<file path="config.mk">
export PLATFORM = sky130hd
export DESIGN_NAME = mul_issue_sequencer_flat
export DESIGN_NICKNAME = d
export VERILOG_FILES = /design/src/rtl/mul_issue_sequencer_if.sv /design/src/rtl/mul_issue_sequencer.sv /design/src/flat_wrapper.sv
export SDC_FILE = /design/constraint.sdc
export NUM_CORES = 1
export LEC_CHECK = 0
export CAP_MARGIN = 10
export CORE_ASPECT_RATIO = 1.4
export CORE_MARGIN = 3
export CORE_UTILIZATION = 41
export CTS_CLUSTER_DIAMETER = 200
export CTS_CLUSTER_SIZE = 40
export DETAILED_ROUTE_END_ITERATION = 16
export PLACE_DENSITY = 0.74
export SLEW_MARGIN = 25
export SYNTH_ARGS = -nofsm -noshare
export SYNTH_HDL_FRONTEND = slang
export SYNTH_SLANG_ARGS = --single-unit
</file>
<file path="constraint.sdc">
create_clock -name clk -period 1.4 [get_ports clk]
set_input_delay 0.14 -clock clk [delete_from_list [all_inputs] [get_ports clk]]
set_output_delay 0.14 -clock clk [all_outputs]
set_load 0.03 [all_outputs]
</file>
<file path="src/rtl/mul_issue_sequencer_if.sv">
// Handshake bundle between the decoder/multiplier side and mul_issue_sequencer.
// master = environment (decoder + multiplier), slave = the sequencer itself.
interface mul_issue_sequencer_if #(
  parameter int CW_W  = 20,
  parameter int CNT_W = 8
);
  logic [CW_W-1:0]  cw_in;
  logic             cw_valid;
  logic             mul_done;
  logic [CW_W-1:0]  cw_out;
  logic             start_mul;
  logic             stall;
  logic [CNT_W-1:0] mul_wait_cnt;
  logic             mul_err;

  modport master (
    output cw_in, cw_valid, mul_done,
    input  cw_out, start_mul, stall, mul_wait_cnt, mul_err
  );

  modport slave (
    input  cw_in, cw_valid, mul_done,
    output cw_out, start_mul, stall, mul_wait_cnt, mul_err
  );
endinterface

</file>
<file path="src/rtl/mul_issue_sequencer.sv">
// Registers decoded control words onto the datapath and sequences multi-cycle multiplies
// (launch, stall, writeback). Optional wait timeout enabled by defining MUL_TIMEOUT_EN.
module mul_issue_sequencer #(
  parameter int CW_W    = 20,
  parameter int CNT_W   = 8,
  parameter int TIMEOUT = 64
) (
  input logic                 clk,
  input logic                 rst,
  mul_issue_sequencer_if.slave bus
);

  localparam int START_B = 19;
  localparam int WE_RF_B = 6;
  localparam int SEL02_B = 3;
  localparam logic [CW_W-1:0] NOP = CW_W'(20'h00018);

  if (CW_W != 20) begin : g_bad_cw_w
    $error("mul_issue_sequencer: control word layout is fixed at 20 bits");
  end
  if (TIMEOUT < 1 || TIMEOUT > (1 << CNT_W)) begin : g_bad_timeout
    $error("mul_issue_sequencer: TIMEOUT must fit the wait counter");
  end

  typedef enum logic [1:0] {
    S_IDLE,
    S_START,
    S_WAIT,
    S_WB
  } state_e;

  state_e           state_q, state_d;
  logic [CW_W-1:0]  cw_out_q, cw_out_d;
  logic [CW_W-1:0]  hold_q, hold_d;
  logic             start_mul_q, start_mul_d;
  logic             stall_q, stall_d;
  logic [CNT_W-1:0] cnt_q, cnt_d;
  logic             mul_err_q, mul_err_d;

`ifdef MUL_TIMEOUT_EN
  localparam logic [CNT_W-1:0] TO_LAST = CNT_W'(TIMEOUT - 1);
`endif

  function automatic logic [CNT_W-1:0] sat_inc(input logic [CNT_W-1:0] c);
    return (c == {CNT_W{1'b1}}) ? c : c + 1'b1;
  endfunction

  // Writeback word: clear start, route the multiplier through mux02, enable the regfile write.
  function automatic logic [CW_W-1:0] wb_word(input logic [CW_W-1:0] w);
    logic [CW_W-1:0] r;
    r          = w;
    r[START_B] = 1'b0;
    r[SEL02_B] = 1'b0;
    r[WE_RF_B] = 1'b1;
    return r;
  endfunction

  always_comb begin
    state_d     = state_q;
    cw_out_d    = NOP;
    hold_d      = hold_q;
    start_mul_d = 1'b0;
    cnt_d       = cnt_q;
    mul_err_d   = 1'b0;
    case (state_q)
      S_IDLE: begin
        if (bus.cw_valid) begin
          if (bus.cw_in[START_B]) begin
            state_d     = S_START;
            hold_d      = bus.cw_in;
            start_mul_d = 1'b1;
            cnt_d       = '0;
          end else begin
            cw_out_d = bus.cw_in;
          end
        end
      end
      S_START: state_d = S_WAIT;
      S_WAIT: begin
        cnt_d = sat_inc(cnt_q);
        if (bus.mul_done) begin
          state_d  = S_WB;
          cw_out_d = wb_word(hold_q);
        end
`ifdef MUL_TIMEOUT_EN
        else if (cnt_q == TO_LAST) begin
          state_d   = S_IDLE;
          mul_err_d = 1'b1;
        end
`endif
      end
      S_WB:    state_d = S_IDLE;
      default: state_d = S_IDLE;
    endcase
    stall_d = (state_d != S_IDLE);
  end

  always_ff @(posedge clk or posedge rst) begin
    if (rst) begin
      state_q     <= S_IDLE;
      cw_out_q    <= NOP;
      start_mul_q <= 1'b0;
      stall_q     <= 1'b0;
      cnt_q       <= '0;
      mul_err_q   <= 1'b0;
    end else begin
      state_q     <= state_d;
      cw_out_q    <= cw_out_d;
      start_mul_q <= start_mul_d;
      stall_q     <= stall_d;
      cnt_q       <= cnt_d;
      mul_err_q   <= mul_err_d;
    end
  end

  // The held word is only ever read in WAIT, which is always entered through a capture.
  always_ff @(posedge clk) begin
    hold_q <= hold_d;
  end

  assign bus.cw_out       = cw_out_q;
  assign bus.start_mul    = start_mul_q;
  assign bus.stall        = stall_q;
  assign bus.mul_wait_cnt = cnt_q;
  assign bus.mul_err      = mul_err_q;

endmodule
</file>
<file path="src/flat_wrapper.sv">
// flat-port wrapper written by rule: the top's interface ports become plain ports
module mul_issue_sequencer_flat 
#(
  parameter int CW_W    = 20,
  parameter int CNT_W   = 8,
  parameter int TIMEOUT = 64
)
  (clk, rst, bus_cw_in, bus_cw_valid, bus_mul_done, bus_cw_out, bus_start_mul, bus_stall, bus_mul_wait_cnt, bus_mul_err);
  mul_issue_sequencer_if #(.CW_W(CW_W), .CNT_W(CNT_W)) bus_i ();
  input logic clk;
  input logic rst;
  input wire logic [$bits(bus_i.cw_in)-1:0] bus_cw_in;
  input wire logic [$bits(bus_i.cw_valid)-1:0] bus_cw_valid;
  input wire logic [$bits(bus_i.mul_done)-1:0] bus_mul_done;
  output wire logic [$bits(bus_i.cw_out)-1:0] bus_cw_out;
  output wire logic [$bits(bus_i.start_mul)-1:0] bus_start_mul;
  output wire logic [$bits(bus_i.stall)-1:0] bus_stall;
  output wire logic [$bits(bus_i.mul_wait_cnt)-1:0] bus_mul_wait_cnt;
  output wire logic [$bits(bus_i.mul_err)-1:0] bus_mul_err;
  assign bus_i.cw_in = bus_cw_in;
  assign bus_i.cw_valid = bus_cw_valid;
  assign bus_i.mul_done = bus_mul_done;
  assign bus_cw_out = bus_i.cw_out;
  assign bus_start_mul = bus_i.start_mul;
  assign bus_stall = bus_i.stall;
  assign bus_mul_wait_cnt = bus_i.mul_wait_cnt;
  assign bus_mul_err = bus_i.mul_err;
  mul_issue_sequencer #(.CW_W(CW_W), .CNT_W(CNT_W), .TIMEOUT(TIMEOUT)) u_core (.clk(clk), .rst(rst), .bus(bus_i));
endmodule
</file>
==> key figures <==
Status
  • Status: finished clean

Setup path
  • CP max FO: 4
  • Setup CP Type: register to register
  • Crit path launch type: register
  • CP Data Arrival Time: 1.54 ns
  • Crit path capture type: register
  • WP data required: 1.59 ns

Timing
  • Period utilization: 0.961
  • Final min period: 1.35 ns
  • Fmax: 743 MHz
  • RSZ-0062 raised after global routing: false
  • Setup Skew: 0.0112 ns
  • Setup Viol. Count Final: 0
  • Final Slew Violations: 0
  • Final worst slack: 0.0540 ns
  • Count of final hold-check violations: 0

Die
  • Initial core utilization: 0.441
  • I/O pins: 55
  • Die X: 62.0 microns
  • Die ar.: 5240 sq um
  • CORE AREA: 4090 sq um
  • Die Ht: 84.5 microns
  • Row count: 27

Routing
  • Final WL: 3990 microns
  • Final ANT Viol Nets: 0
  • Drt pass-1 iters: 4
  • Initial DRC Count: 61
  • Vias: 1266
  • Routed length per instance: 16.1 microns
  • DRC Markers: 0
  • Vias per cell: 5.13

Synthesis
  • Sequential share of the synthesized area: 0.715
  • Synth Register Bits: 48
  • Number of synthesized flops with an enable pin: 17
  • Asr flop ratio synth: 0.646
  • Post-Syn Area: 1800 sq um
  • Synth top area share: 0.402
  • Mean Syn Cell Area: 14.7 sq um
  • Yosys Warn Count: 0
  • Top area cells in the synthesized netlist: dfrtp_1 (40%), edfxtp_1 (28%), a22o_1 (7.8%)
  • Cells after Synth: 123
  • Synth cell types: 36
  • Dominant synthesized flop cell: dfrtp_1
  • Synth area leader: dfrtp_1

Run
  • Max Cap Viol: 0

Place
  • # port buffers: 52
  • Placer congestion estimate: 0.797
  • Placement Setup Slack: -0.0380 ns
  • HPWL after DPL: 2810 microns

Cells and area
  • Share of cells above drive strength 1: 0.217
  • Synth-to-Final Area Change: 48.0%
  • N_diodes: 0
  • Multi-input logic area: 514 sq um
  • Most frequent cells in the layout: dlygate4sd2_1 (27), clkdlybuf4s50_1 (23), dfrtp_1 (22)
  • Final core utilization: 0.653
  • Sequential cell area: 1300 sq um
  • Fill cells: 328
  • Most common cell after layout, fill and taps aside: dlygate4sd2_1
  • Final #Nets: 213

GRT
  • First-pass GRT wire length: 6530 microns
  • Vias in the first global route: 1362
  • Number of antenna violations at the first check in global routing: 0
  • Largest net degree at the start of global routing: 32
  • GRT Residual Overflow: 0
  • GRT Util Overall: 0.169

Clock network
  • Sink Count: 48
  • Clk buf depth: 2
  • CTS hold repair buffers: 0
  • Inserted Clock Buffers: 5
  • H-tree depth: 2
  • TritonCTS clock tree: done
  • Clk Latency, worst-skew pair: 0.30 ns
  • Root buffer cell: clkbuf_8
  • Reg clk slew, reported paths: 0.09 ns

Pwr
  • Worst vdd ir: 1.17 mV
  • PnR Total Power: 5.16 mW
  • P per Cell Area: 1930 nW/um^2
  • Leak: 1.23 nW

Worst hold path
  • Hold crit path type: input pin to asynchronous set/reset pin
final timing paths:
| path | startpoint | end | slack, ns | cells past startpoint |
|---|---|---|---|---|
| min in group clk | bus_cw_in[3] | u_core.bus.cw_out[3] | 0.35 | 3 |
| hold reg to reg | u_core.hold_q[11] | u_core.bus.cw_out[11] | 0.48 | 1 |
| max in group asynchronous | rst | u_core.bus.cw_out[4] | 0.97 | 3 |
| hold / removal | rst | u_core.bus.cw_out[6] | 0.18 | 3 |
| setup / recovery | u_core.bus.mul_wait_cnt[0] | u_core.bus.mul_wait_cnt[6] | 0.05 | 6 |
| setup reg to reg | u_core.bus.mul_wait_cnt[0] | u_core.bus.mul_wait_cnt[6] | 0.05 | 6 |
cell type report:
cell class	instances	share of cell area
Sequential cell	48	0.486
Timing Repair Buffer	63	0.226
Multi-Input combinational cell	65	0.193
Clock inverter	3	0.0338
Tap cell	58	0.0272
Clock buffer	5	0.0258
Inverter	5	0.00844
registers in the layout, summed over array words and instances, names as in the netlist:
register                 cells
u_core.state_q               2
u_core.bus.mul_wait_cnt      8
u_core.bus.start_mul         1
u_core.hold_q               17
u_core.bus.cw_out           19
u_core.bus.stall             1
report_power, final:
part	leakage [nW]	internal, mW	switching, mW
clock	0.0784	0.893	0.458
combinational	0.596	0.752	1.06
sequential	0.552	1.79	0.208
metrics by stage:
stage	instances	hold WS, ns	setup TNS, ns	cell area, sq um
2_1_floorplan	124	0.227	-0.0163	1850
3_5_place_dp	236	0.467	-0.215	2490
5_1_grt	247	0.190	0	2670
4_1_cts	244	0.176	0	2620
6_report	247	0.177	0	2670
3_3_place_gp	236	0.459	0	2490
metal layers:
layer  up-vias  routed length, microns  track usage  part of all wire
li1        577                       -            -                 -
met5         -                       0            0                 0
met1       630                    1530        0.201              0.38
met4         0                      57       0.0560             0.014
met2        52                    2150        0.279              0.54
met3         7                     247       0.0538             0.062
Yosys cell counts (2+ instances only):
master and n:
inv_1 5, nor2_1 3, a21oi_1 2, edfxtp_1 17
xor2_1 2, dfstp_2 2, nor3_1 2, nand3_1 5
buf_6 3, a22o_1 16, o21ai_0 2, dfrtp_1 29
buf_4 2, and3_1 2, nand2_1 8, a211o_1 3
what timing repair did:
action / in CTS / in global routing
endpoints found under the setup margin: 33 / 16
gates resized for setup: 31 / 11
pin swaps: 0 / 3
buffers inserted: 0 / 3
worst max-delay path, stage by stage, from the launching register on:
cell,delay [ns]
dfrtp_2,0.41
ha_4,0.17
nand3_4,0.10
buf_4,0.16
nor2_1,0.12
xor2_1,0.08
a32o_1,0.20
cells by family (layout without fill, tap and decap cells):
logic type,count (synthesis),count (layout),synth area share
adders and majority gates,1,1,0.00694
and+or+nand+nor,29,29,0.0840
AOI/OAI and AO/OA,30,30,0.137
buffers and inverters,11,76,0.0402
muxes,1,1,0.00555
DFF,48,48,0.715
xor gates and xnor gates,2,2,0.00972
other,1,2,0.00208
No activity file was read; power rests on OpenSTA's default activity.
